<file path="config.mk">
export PLATFORM = sky130hd
export DESIGN_NAME = dram_sc_rep_pipe
export DESIGN_NICKNAME = d
export VERILOG_FILES = /design/src/rtl/dram_sc_rep_pkg.sv /design/src/rtl/dram_sc_rep_stage.sv /design/src/rtl/dram_sc_rep_pipe.sv
export SDC_FILE = /design/constraint.sdc
export NUM_CORES = 1
export LEC_CHECK = 0
export BUFFER_PORTS_ARGS = -buffer_cell sky130_fd_sc_hd__buf_2
export CORE_AREA = 2 2 223 225
export DETAILED_ROUTE_END_ITERATION = 16
export DIE_AREA = 0 0 225 227
export MAX_ROUTING_LAYER = met4
export PLACE_DENSITY = 0.45
export SLEW_MARGIN = 10
export SYNTH_ARGS = -nofsm -noshare
export SYNTH_HDL_FRONTEND = slang
export SYNTH_SLANG_ARGS = --single-unit
</file>
<file path="constraint.sdc">
create_clock -name rclk -period 9.15 [get_ports rclk]
set_input_delay 0.915 -clock rclk [delete_from_list [all_inputs] [get_ports rclk]]
set_output_delay 0.915 -clock rclk [all_outputs]
set_load 0.02 [all_outputs]
</file>
<file path="src/rtl/dram_sc_rep_pkg.sv">
// ---------------------------------------------------------------------------
// dram_sc_rep_pkg
// Shared constants for the retimed DRAM <-> L2 repeater column.
//   CHUNKS_PER_LINE / LAST_CHUNK : a read line returns as four chunks, 0..3
//   ERR_*                        : bit positions inside rep_err
//   MAX_STAGES                   : deepest flop chain a direction may use
// ---------------------------------------------------------------------------
`timescale 1ns/1ps

package dram_sc_rep_pkg;

    localparam int          CHUNKS_PER_LINE = 4;
    localparam logic [1:0]  LAST_CHUNK      = 2'd3;

    localparam int          REP_ERR_W  = 5;
    localparam int          ERR_RD_OVF = 0;
    localparam int          ERR_RD_UNF = 1;
    localparam int          ERR_WR_OVF = 2;
    localparam int          ERR_WR_UNF = 3;
    localparam int          ERR_CHUNK  = 4;

    localparam int          MAX_STAGES = 4;

endpackage

</file>
<file path="src/rtl/dram_sc_rep_stage.sv">
// ---------------------------------------------------------------------------
// dram_sc_rep_stage
// N-deep, enable-qualified flop chain. The enable travels down the chain
// next to the data, so every stage loads only when its own delayed copy of
// the enable is high and otherwise holds. N = 0 collapses to a wire.
// Ports:
//   clk, rst : clock, asynchronous active-high reset
//   en       : load qualifier that accompanies d
//   d        : W-bit data into the first stage
//   q        : W-bit data out of the last stage
// ---------------------------------------------------------------------------
`timescale 1ns/1ps

module dram_sc_rep_stage #(
    parameter int W = 1,
    parameter int N = 1
) (
    input  logic         clk,
    input  logic         rst,
    input  logic         en,
    input  logic [W-1:0] d,
    output logic [W-1:0] q
);

    if (N == 0) begin : g_wire
        assign q = d;
    end else begin : g_pipe
        logic [W-1:0] data_q [N];
        logic [N-1:0] stage_en;

        if (N == 1) begin : g_en_single
            assign stage_en = en;
        end else begin : g_en_chain
            logic [N-2:0] en_q;

            assign stage_en = {en_q, en};

            // Enable copies follow the data unconditionally, one stage per
            // clock, so stage i sees the qualifier that belonged to the
            // value now sitting in stage i-1.
            always_ff @(posedge clk or posedge rst) begin
                if (rst) begin
                    en_q <= '0;
                end else begin
                    en_q <= stage_en[N-2:0];
                end
            end
        end

        // Each stage copies its predecessor only when the matching enable
        // copy is set; otherwise it keeps the last qualified value.
        always_ff @(posedge clk or posedge rst) begin
            if (rst) begin
                for (int i = 0; i < N; i++) begin
                    data_q[i] <= '0;
                end
            end else begin
                if (stage_en[0]) begin
                    data_q[0] <= d;
                end
                for (int i = 1; i < N; i++) begin
                    if (stage_en[i]) begin
                        data_q[i] <= data_q[i-1];
                    end
                end
            end
        end

        assign q = data_q[N-1];
    end

endmodule

</file>
<file path="src/rtl/dram_sc_rep_pipe.sv">
// ---------------------------------------------------------------------------
// dram_sc_rep_pipe
// Retimed repeater column between the DRAM controller and the L2 bank pair.
// Every dram->sc signal is delayed DN_STAGES clocks and every sc->dram
// signal UP_STAGES clocks. Wide data buses load only when qualified.
// Outstanding read/write trackers and a read-chunk sequence checker watch
// the raw inputs and report problems through sticky rep_err bits.
// Ports:
//   rclk, arst          : clock, asynchronous active-high reset
//   <signal> -> <signal>_buf : repeated dram->sc and sc->dram signals
//   err_clr             : clears rep_err (new events in the same cycle win)
//   rd_outst, wr_outst  : outstanding read lines / unacked writes
//   rep_err             : [0] rd ovf [1] rd unf [2] wr ovf [3] wr unf
//                         [4] chunk sequence error
// ---------------------------------------------------------------------------
`timescale 1ns/1ps

module dram_sc_rep_pipe
    import dram_sc_rep_pkg::*;
#(
    parameter int DN_STAGES = 1,
    parameter int UP_STAGES = 1,
    parameter int DATA_W    = 128,
    parameter int ECC_W     = 28,
    parameter int WDATA_W   = 64,
    parameter int MAX_OUTST = 8,
    localparam int CNT_W    = $clog2(MAX_OUTST + 1)
) (
    input  logic               rclk,
    input  logic               arst,

    input  logic [DATA_W-1:0]  dram_scbuf_data_r2,
    output logic [DATA_W-1:0]  dram_scbuf_data_r2_buf,
    input  logic [ECC_W-1:0]   dram_scbuf_ecc_r2,
    output logic [ECC_W-1:0]   dram_scbuf_ecc_r2_buf,

    input  logic [WDATA_W-1:0] scbuf_dram_wr_data_r5,
    output logic [WDATA_W-1:0] scbuf_dram_wr_data_r5_buf,
    input  logic               scbuf_dram_data_vld_r5,
    output logic               scbuf_dram_data_vld_r5_buf,
    input  logic               scbuf_dram_data_mecc_r5,
    output logic               scbuf_dram_data_mecc_r5_buf,

    input  logic               sctag_dram_rd_req,
    output logic               sctag_dram_rd_req_buf,
    input  logic               sctag_dram_rd_dummy_req,
    output logic               sctag_dram_rd_dummy_req_buf,
    input  logic               sctag_dram_wr_req,
    output logic               sctag_dram_wr_req_buf,
    input  logic [2:0]         sctag_dram_rd_req_id,
    output logic [2:0]         sctag_dram_rd_req_id_buf,
    input  logic [39:5]        sctag_dram_addr,
    output logic [39:5]        sctag_dram_addr_buf,

    input  logic               dram_sctag_rd_ack,
    output logic               dram_sctag_rd_ack_buf,
    input  logic               dram_sctag_wr_ack,
    output logic               dram_sctag_wr_ack_buf,
    input  logic               dram_sctag_data_vld_r0,
    output logic               dram_sctag_data_vld_r0_buf,
    input  logic [1:0]         dram_sctag_chunk_id_r0,
    output logic [1:0]         dram_sctag_chunk_id_r0_buf,
    input  logic [2:0]         dram_sctag_rd_req_id_r0,
    output logic [2:0]         dram_sctag_rd_req_id_r0_buf,
    input  logic               dram_sctag_secc_err_r2,
    output logic               dram_sctag_secc_err_r2_buf,
    input  logic               dram_sctag_mecc_err_r2,
    output logic               dram_sctag_mecc_err_r2_buf,
    input  logic               dram_sctag_scb_secc_err,
    output logic               dram_sctag_scb_secc_err_buf,
    input  logic               dram_sctag_scb_mecc_err,
    output logic               dram_sctag_scb_mecc_err_buf,

    input  logic               err_clr,
    output logic [CNT_W-1:0]   rd_outst,
    output logic [CNT_W-1:0]   wr_outst,
    output logic [REP_ERR_W-1:0] rep_err
);

    localparam int DN_CTL_W = 12;
    localparam int UP_CTL_W = 3;
    localparam int UP_ADR_W = 35 + 3 + 1;

    localparam logic [CNT_W-1:0] CNT_MAX = CNT_W'(MAX_OUTST);
    localparam logic [CNT_W-1:0] CNT_ONE = CNT_W'(1);

    // ------------------------------------------------------------------
    // dram -> sc direction
    // ------------------------------------------------------------------
    logic                vld_r1;
    logic                vld_r2;
    logic [DN_CTL_W-1:0] dn_ctl_out;

    // Read data trails data_vld_r0 by two clocks, so a local r0->r2 shadow
    // of the valid produces the qualifier for the read data/ECC chain.
    always_ff @(posedge rclk or posedge arst) begin
        if (arst) begin
            vld_r1 <= 1'b0;
            vld_r2 <= 1'b0;
        end else begin
            vld_r1 <= dram_sctag_data_vld_r0;
            vld_r2 <= vld_r1;
        end
    end

    dram_sc_rep_stage #(.W(DATA_W + ECC_W), .N(DN_STAGES)) u_dn_rdata (
        .clk (rclk),
        .rst (arst),
        .en  (vld_r2),
        .d   ({dram_scbuf_data_r2, dram_scbuf_ecc_r2}),
        .q   ({dram_scbuf_data_r2_buf, dram_scbuf_ecc_r2_buf})
    );

    dram_sc_rep_stage #(.W(DN_CTL_W), .N(DN_STAGES)) u_dn_ctl (
        .clk (rclk),
        .rst (arst),
        .en  (1'b1),
        .d   ({dram_sctag_rd_ack, dram_sctag_wr_ack, dram_sctag_data_vld_r0,
               dram_sctag_chunk_id_r0, dram_sctag_rd_req_id_r0,
               dram_sctag_secc_err_r2, dram_sctag_mecc_err_r2,
               dram_sctag_scb_secc_err, dram_sctag_scb_mecc_err}),
        .q   (dn_ctl_out)
    );

    assign {dram_sctag_rd_ack_buf, dram_sctag_wr_ack_buf, dram_sctag_data_vld_r0_buf,
            dram_sctag_chunk_id_r0_buf, dram_sctag_rd_req_id_r0_buf,
            dram_sctag_secc_err_r2_buf, dram_sctag_mecc_err_r2_buf,
            dram_sctag_scb_secc_err_buf, dram_sctag_scb_mecc_err_buf} = dn_ctl_out;

    // ------------------------------------------------------------------
    // sc -> dram direction
    // ------------------------------------------------------------------
    logic                any_req;

    assign any_req = sctag_dram_rd_req | sctag_dram_rd_dummy_req | sctag_dram_wr_req;

    dram_sc_rep_stage #(.W(WDATA_W + 1), .N(UP_STAGES)) u_up_wdata (
        .clk (rclk),
        .rst (arst),
        .en  (scbuf_dram_data_vld_r5),
        .d   ({scbuf_dram_wr_data_r5, scbuf_dram_data_mecc_r5}),
        .q   ({scbuf_dram_wr_data_r5_buf, scbuf_dram_data_mecc_r5_buf})
    );

    dram_sc_rep_stage #(.W(UP_CTL_W), .N(UP_STAGES)) u_up_ctl (
        .clk (rclk),
        .rst (arst),
        .en  (1'b1),
        .d   ({scbuf_dram_data_vld_r5, sctag_dram_rd_req, sctag_dram_wr_req}),
        .q   ({scbuf_dram_data_vld_r5_buf, sctag_dram_rd_req_buf, sctag_dram_wr_req_buf})
    );

    // The dummy flag rides with address/id: it only carries meaning in the
    // cycle a request strobe accompanies it.
    dram_sc_rep_stage #(.W(UP_ADR_W), .N(UP_STAGES)) u_up_addr (
        .clk (rclk),
        .rst (arst),
        .en  (any_req),
        .d   ({sctag_dram_addr, sctag_dram_rd_req_id, sctag_dram_rd_dummy_req}),
        .q   ({sctag_dram_addr_buf, sctag_dram_rd_req_id_buf, sctag_dram_rd_dummy_req_buf})
    );

    // ------------------------------------------------------------------
    // Trackers (watch raw inputs, so stage depth never affects counts)
    // ------------------------------------------------------------------
    logic             rd_inc, rd_dec, wr_inc, wr_dec;
    logic [CNT_W-1:0] rd_cnt_nxt, wr_cnt_nxt;
    logic             rd_ovf, rd_unf, wr_ovf, wr_unf;
    logic             chunk_err;
    logic [1:0]       exp_chunk;
    logic [REP_ERR_W-1:0] err_set;

    assign rd_inc    = sctag_dram_rd_req;
    assign rd_dec    = dram_sctag_data_vld_r0 && (dram_sctag_chunk_id_r0 == LAST_CHUNK);
    assign wr_inc    = sctag_dram_wr_req;
    assign wr_dec    = dram_sctag_wr_ack;
    assign chunk_err = dram_sctag_data_vld_r0 && (dram_sctag_chunk_id_r0 != exp_chunk);

    // Next outstanding counts. Simultaneous inc/dec cancel; an inc at the
    // limit or a dec at zero leaves the count alone and flags an error.
    always_comb begin
        rd_cnt_nxt = rd_outst;
        rd_ovf     = 1'b0;
        rd_unf     = 1'b0;
        if (rd_inc && !rd_dec) begin
            if (rd_outst == CNT_MAX) rd_ovf = 1'b1;
            else                     rd_cnt_nxt = rd_outst + CNT_ONE;
        end else if (rd_dec && !rd_inc) begin
            if (rd_outst == '0)      rd_unf = 1'b1;
            else                     rd_cnt_nxt = rd_outst - CNT_ONE;
        end

        wr_cnt_nxt = wr_outst;
        wr_ovf     = 1'b0;
        wr_unf     = 1'b0;
        if (wr_inc && !wr_dec) begin
            if (wr_outst == CNT_MAX) wr_ovf = 1'b1;
            else                     wr_cnt_nxt = wr_outst + CNT_ONE;
        end else if (wr_dec && !wr_inc) begin
            if (wr_outst == '0)      wr_unf = 1'b1;
            else                     wr_cnt_nxt = wr_outst - CNT_ONE;
        end
    end

    // Gather this cycle's error events into rep_err bit positions.
    always_comb begin
        err_set             = '0;
        err_set[ERR_RD_OVF] = rd_ovf;
        err_set[ERR_RD_UNF] = rd_unf;
        err_set[ERR_WR_OVF] = wr_ovf;
        err_set[ERR_WR_UNF] = wr_unf;
        err_set[ERR_CHUNK]  = chunk_err;
    end

    // Counter, chunk-expectation and sticky error state. On every valid
    // chunk the next expectation is chunk_id+1: on a match that equals
    // exp_chunk+1, and on a mismatch it is the resync value. err_clr drops
    // old bits but a new event in the same cycle still lands.
    always_ff @(posedge rclk or posedge arst) begin
        if (arst) begin
            rd_outst  <= '0;
            wr_outst  <= '0;
            exp_chunk <= 2'd0;
            rep_err   <= '0;
        end else begin
            rd_outst <= rd_cnt_nxt;
            wr_outst <= wr_cnt_nxt;
            if (dram_sctag_data_vld_r0) begin
                exp_chunk <= dram_sctag_chunk_id_r0 + 2'd1;
            end
            if (err_clr) rep_err <= err_set;
            else         rep_err <= rep_err | err_set;
        end
    end

endmodule

</file>
==> impl_metrics.csv <==
group,metric,value,unit
floorplan,die_width,225,µm
worst_setup_path,arrival,2.60,ns
worst_setup_path,crit_top_cell,"ha_1",
worst_setup_path,critPathMaxFanout,5,
synthesis,synth_seq_area_share,0.667,
worst_setup_path,reg2reg_setup_slack,7.00,ns
global_route,grt_max_degree,155,
timing,finalHoldViolations,0,
timing,worst_slew_pin_slew,1.02,ns
worst_setup_path,reg2reg_depth,2,
detailed_routing,wl_per_cell,17.2,µm
worst_setup_path,start_kind,"input pin",
timing,period_minus_slack,2.20,ns
synthesis,synth-simple-area-share,0.0133,
worst_setup_path,cp-end-kind,"flop",
detailed_routing,drc_errors,0,
global_route,grt_pass1_vias,8004,
layout,area_delta_synth_final,42.1,%
synthesis,yosys.cell_types.count,24,
synthesis,netlist_area,0.0109,mm²
detailed_routing,viasPerCell,4.06,
layout,layout-drive-gt1-share,0.692,
worst_setup_path,path_depth,10,
run_status,status,"completed",
layout,fillCellCount,4984,
detailed_routing,drt_iter0_markers,272,
worst_setup_path,path_cells,"buf_2 > ha_1 > nand2_1 > ha_1 > inv_1 > ha_1 > a21oi_1 > and3_1 > o21ai_2 > xnor2_1",
synthesis,yosysTopAreaCellShare,0.667,
clocking,clk_pin_slew,0.05,ns
worst_setup_path,worstSetupEndpoint,"rd_outst[3]$_DFFE_PP0P_",
synthesis,syn_inst,659,
clocking,cts.sink_count,291,
job,cap_viol_max_count,0,
detailed_routing,vias,7642,
worst_setup_path,worstSetupPathType,"in -> reg",
floorplan,die-area,0.0511,mm²
floorplan,num_rows,81,
synthesis,synth_area_leaders,"dfrtp_1, mux2_2, mux2_1",
synthesis,yosys.area.top_type,"dfrtp_1",
detailed_routing,drt_first_pass_iters,5,
timing,fmax,0.454,GHz
floorplan,die_y,227,µm
worst_setup_path,reg2reg_from,"vld_r2$_DFF_PP0_",
power_and_ir_drop,p_total,0.00352,W
global_route,track_usage,0.124,
timing,fin_tns_setup,0,ns
clocking,cts.path.max_buffers,3,
synthesis,synth_nets,948,
worst_setup_path,cpLargestDelayFamily,"adder cells",
power_and_ir_drop,p_leak,7.49,nW
floorplan,core_area,0.0485,mm²
detailed_routing,drtAntennaViolNets,0,
layout,multi_input_area,0.00341,mm²
synthesis,avgSynthCellArea,16.6,µm²
power_and_ir_drop,vdd_drop_max,122,µV
detailed_routing,wirelength,32300,µm
synthesis,synth_top_family_by_area,"multiplexers",
clocking,cts_buffers,36,
layout,finalNetCount,1529,
worst_setup_path,slowest_stage,"ha_1",
worst_setup_path,max_stage_delay,0.33,ns
worst_setup_path,reg2reg_to,"u_dn_rdata.q[127]$_DFFE_PP0P_",
timing,min_period_over_period,0.240,
worst_setup_path,startpoint,"dram_sctag_chunk_id_r0[0]",
clocking,cts_resized,0,
placed_design,gp_congestion,0.767,
floorplan,ios,566,
placed_design,place_hpwl,24300,µm
synthesis,synth_xor_area_frac,0.00481,
clocking,h-tree-depth,2,
timing,max_slew_margin,0.319,
synthesis,synth_compound_area_frac,0.0117,
worst_setup_path,critPathBufInv,2,
clocking,clk_latency,0.53,ns
timing,rsz0062_at_grt,"no",
synthesis,ys_ff_latch,291,
synthesis,synth_adder_area_share,0.0140,
synthesis,synth_mux_area_frac,0.268,
worst_hold_path,hp-class,"in -> async",
floorplan,start_util,0.225,
layout,regArea,0.00729,mm²
power_and_ir_drop,power_density,226,mW/mm²
timing,finalMaxSlewViolations,0,
timing,finClkSkew,0.0132,ns
synthesis,yosysWarnings,0,
global_route,antenna_found_initial,6,
timing,setup_violations,0,
clocking,clockRootBuffer,"clkbuf_16",
global_route,grt_remaining_overflow,0,
clocking,hold_buffers,0,
worst_setup_path,required,9.55,ns
placed_design,io_buffer_count,565,
global_route,grt_pass1_wl,47100,µm
clocking,cts_setup_buffers,0,
clocking,cts_tree,"yes",
[worst register-to-register path, stage by stage (launching register included)]
cell and delay (ns):
dfrtp_4 0.80, buf_4 0.81, mux2_2 0.43
[cells by family after synthesis]
logic type | after synthesis
adder cells (fa/ha/maj) | 11
buffers and inverters | 40
AO/OA/AOI/OAI | 22
multiplexers | 260
XOR/XNOR | 6
flip-flops | 291
AND/OR/NAND/NOR | 29
[through the flow]
| stage | utilization | worst slack, ns | hold WS, ns | instance area [µm²] | instances |
|---|---|---|---|---|---|
| final | 0.320 | 6.95 | 0.416 | 15500 | 1884 |
| after global routing | 0.320 | 6.84 | 0.428 | 15500 | 1884 |
| after CTS | 0.320 | 6.92 | 0.403 | 15500 | 1880 |
| after global placement | 0.297 | 6.44 | 0.420 | 14400 | 1824 |
| after detailed placement | 0.297 | 6.44 | 0.417 | 14400 | 1824 |
| after floorplan | - | 0.201 | 0.494 | 10900 | 659 |
[cell usage in the layout, fill, tap and decap left out]
master	Yosys	final
a21oi_1	5	5
a31o_2	3	3
a31oi_1	2	2
and3_1	2	2
buf_12	0	1
buf_2	11	565
buf_4	15	5
bufinv_16	0	1
clkbuf_1	0	5
clkbuf_16	0	37
clkbuf_8	0	5
clkinv_2	0	4
clkinv_4	0	1
clkinvlp_4	0	1
dfrtp_1	291	290
dfrtp_4	0	1
diode_2	0	4
fa_1	2	2
ha_1	9	9
inv_1	12	11
inv_6	0	2
inv_8	0	1
mux2_1	20	20
mux2_2	240	240
nand2_1	11	11
nand2b_1	4	4
nand3_1	6	6
nor2_1	3	3
nor3_1	1	1
nor3_2	2	1
nor3_4	0	1
o21ai_0	10	10
o21ai_1	1	1
o21ai_2	1	1
xnor2_1	4	4
xor2_1	2	2
[where the power goes]
part	internal, W	switching, W	leakage (nW)
logic	0.000276	0.000383	3.53
registers	0.00143	0.0000911	3.41
clock network	0.000802	0.000538	0.541
total	0.00250	0.00101	7.49
[layout make-up]
cell class	instances	share of cell area
antenna	4	0.000645
clock buffer	47	0.0653
clock inverter	9	0.00540
inverter	12	0.00339
multi-input combinational	328	0.220
sequential	291	0.469
tap	622	0.0501
timing repair buffer	571	0.186
[registers in the layout (all words and copies together), names as in the netlist]
name	cells
u_up_ctl.q	3
u_up_wdata.q	65
u_dn_ctl.q	12
rep_err	5
wr_outst	4
u_dn_rdata.q	156
vld_r2	1
u_up_addr.q	39
rd_outst	4
exp_chunk	2
[worst min path at each step]
| stage | from | end | slack, ns |
|---|---|---|---|
| global route | arst | u_up_wdata.q[64]$_DFFE_PP0P_ | 0.43 |
| finish | arst | u_up_wdata.q[64]$_DFFE_PP0P_ | 0.42 |
| floorplan | u_dn_ctl.q[9]$_DFF_PP0_ | vld_r2$_DFF_PP0_ | 0.49 |
| detailed placement | u_dn_ctl.q[9]$_DFF_PP0_ | vld_r2$_DFF_PP0_ | 0.42 |
| CTS | arst | u_up_wdata.q[15]$_DFFE_PP0P_ | 0.40 |
| global placement | u_dn_ctl.q[9]$_DFF_PP0_ | vld_r2$_DFF_PP0_ | 0.42 |
[synth_stat cells]
cell	n
buf_2	11
o21ai_0	10
nand3_1	6
buf_6	2
nor2_1	3
a31oi_1	2
a31o_2	3
o21ai_2	1
inv_1	12
dfrtp_1	291
ha_1	9
xor2_1	2
mux2_2	240
o21ai_1	1
buf_4	15
nand2b_1	4
nor3_2	2
mux2_1	20
xnor2_1	4
fa_1	2
nand2_1	11
and3_1	2
nor3_1	1
a21oi_1	5
[metal layers]
layer / wire [µm] / GRT usage / part of all wire
met1: 12200 / 0.134 / 0.38
met2: 16800 / 0.216 / 0.52
met3: 2540 / 0.0392 / 0.078
met4: 782 / 0.0432 / 0.024
met5: 0 / - / 0
Power figures use the tool's default switching activity.
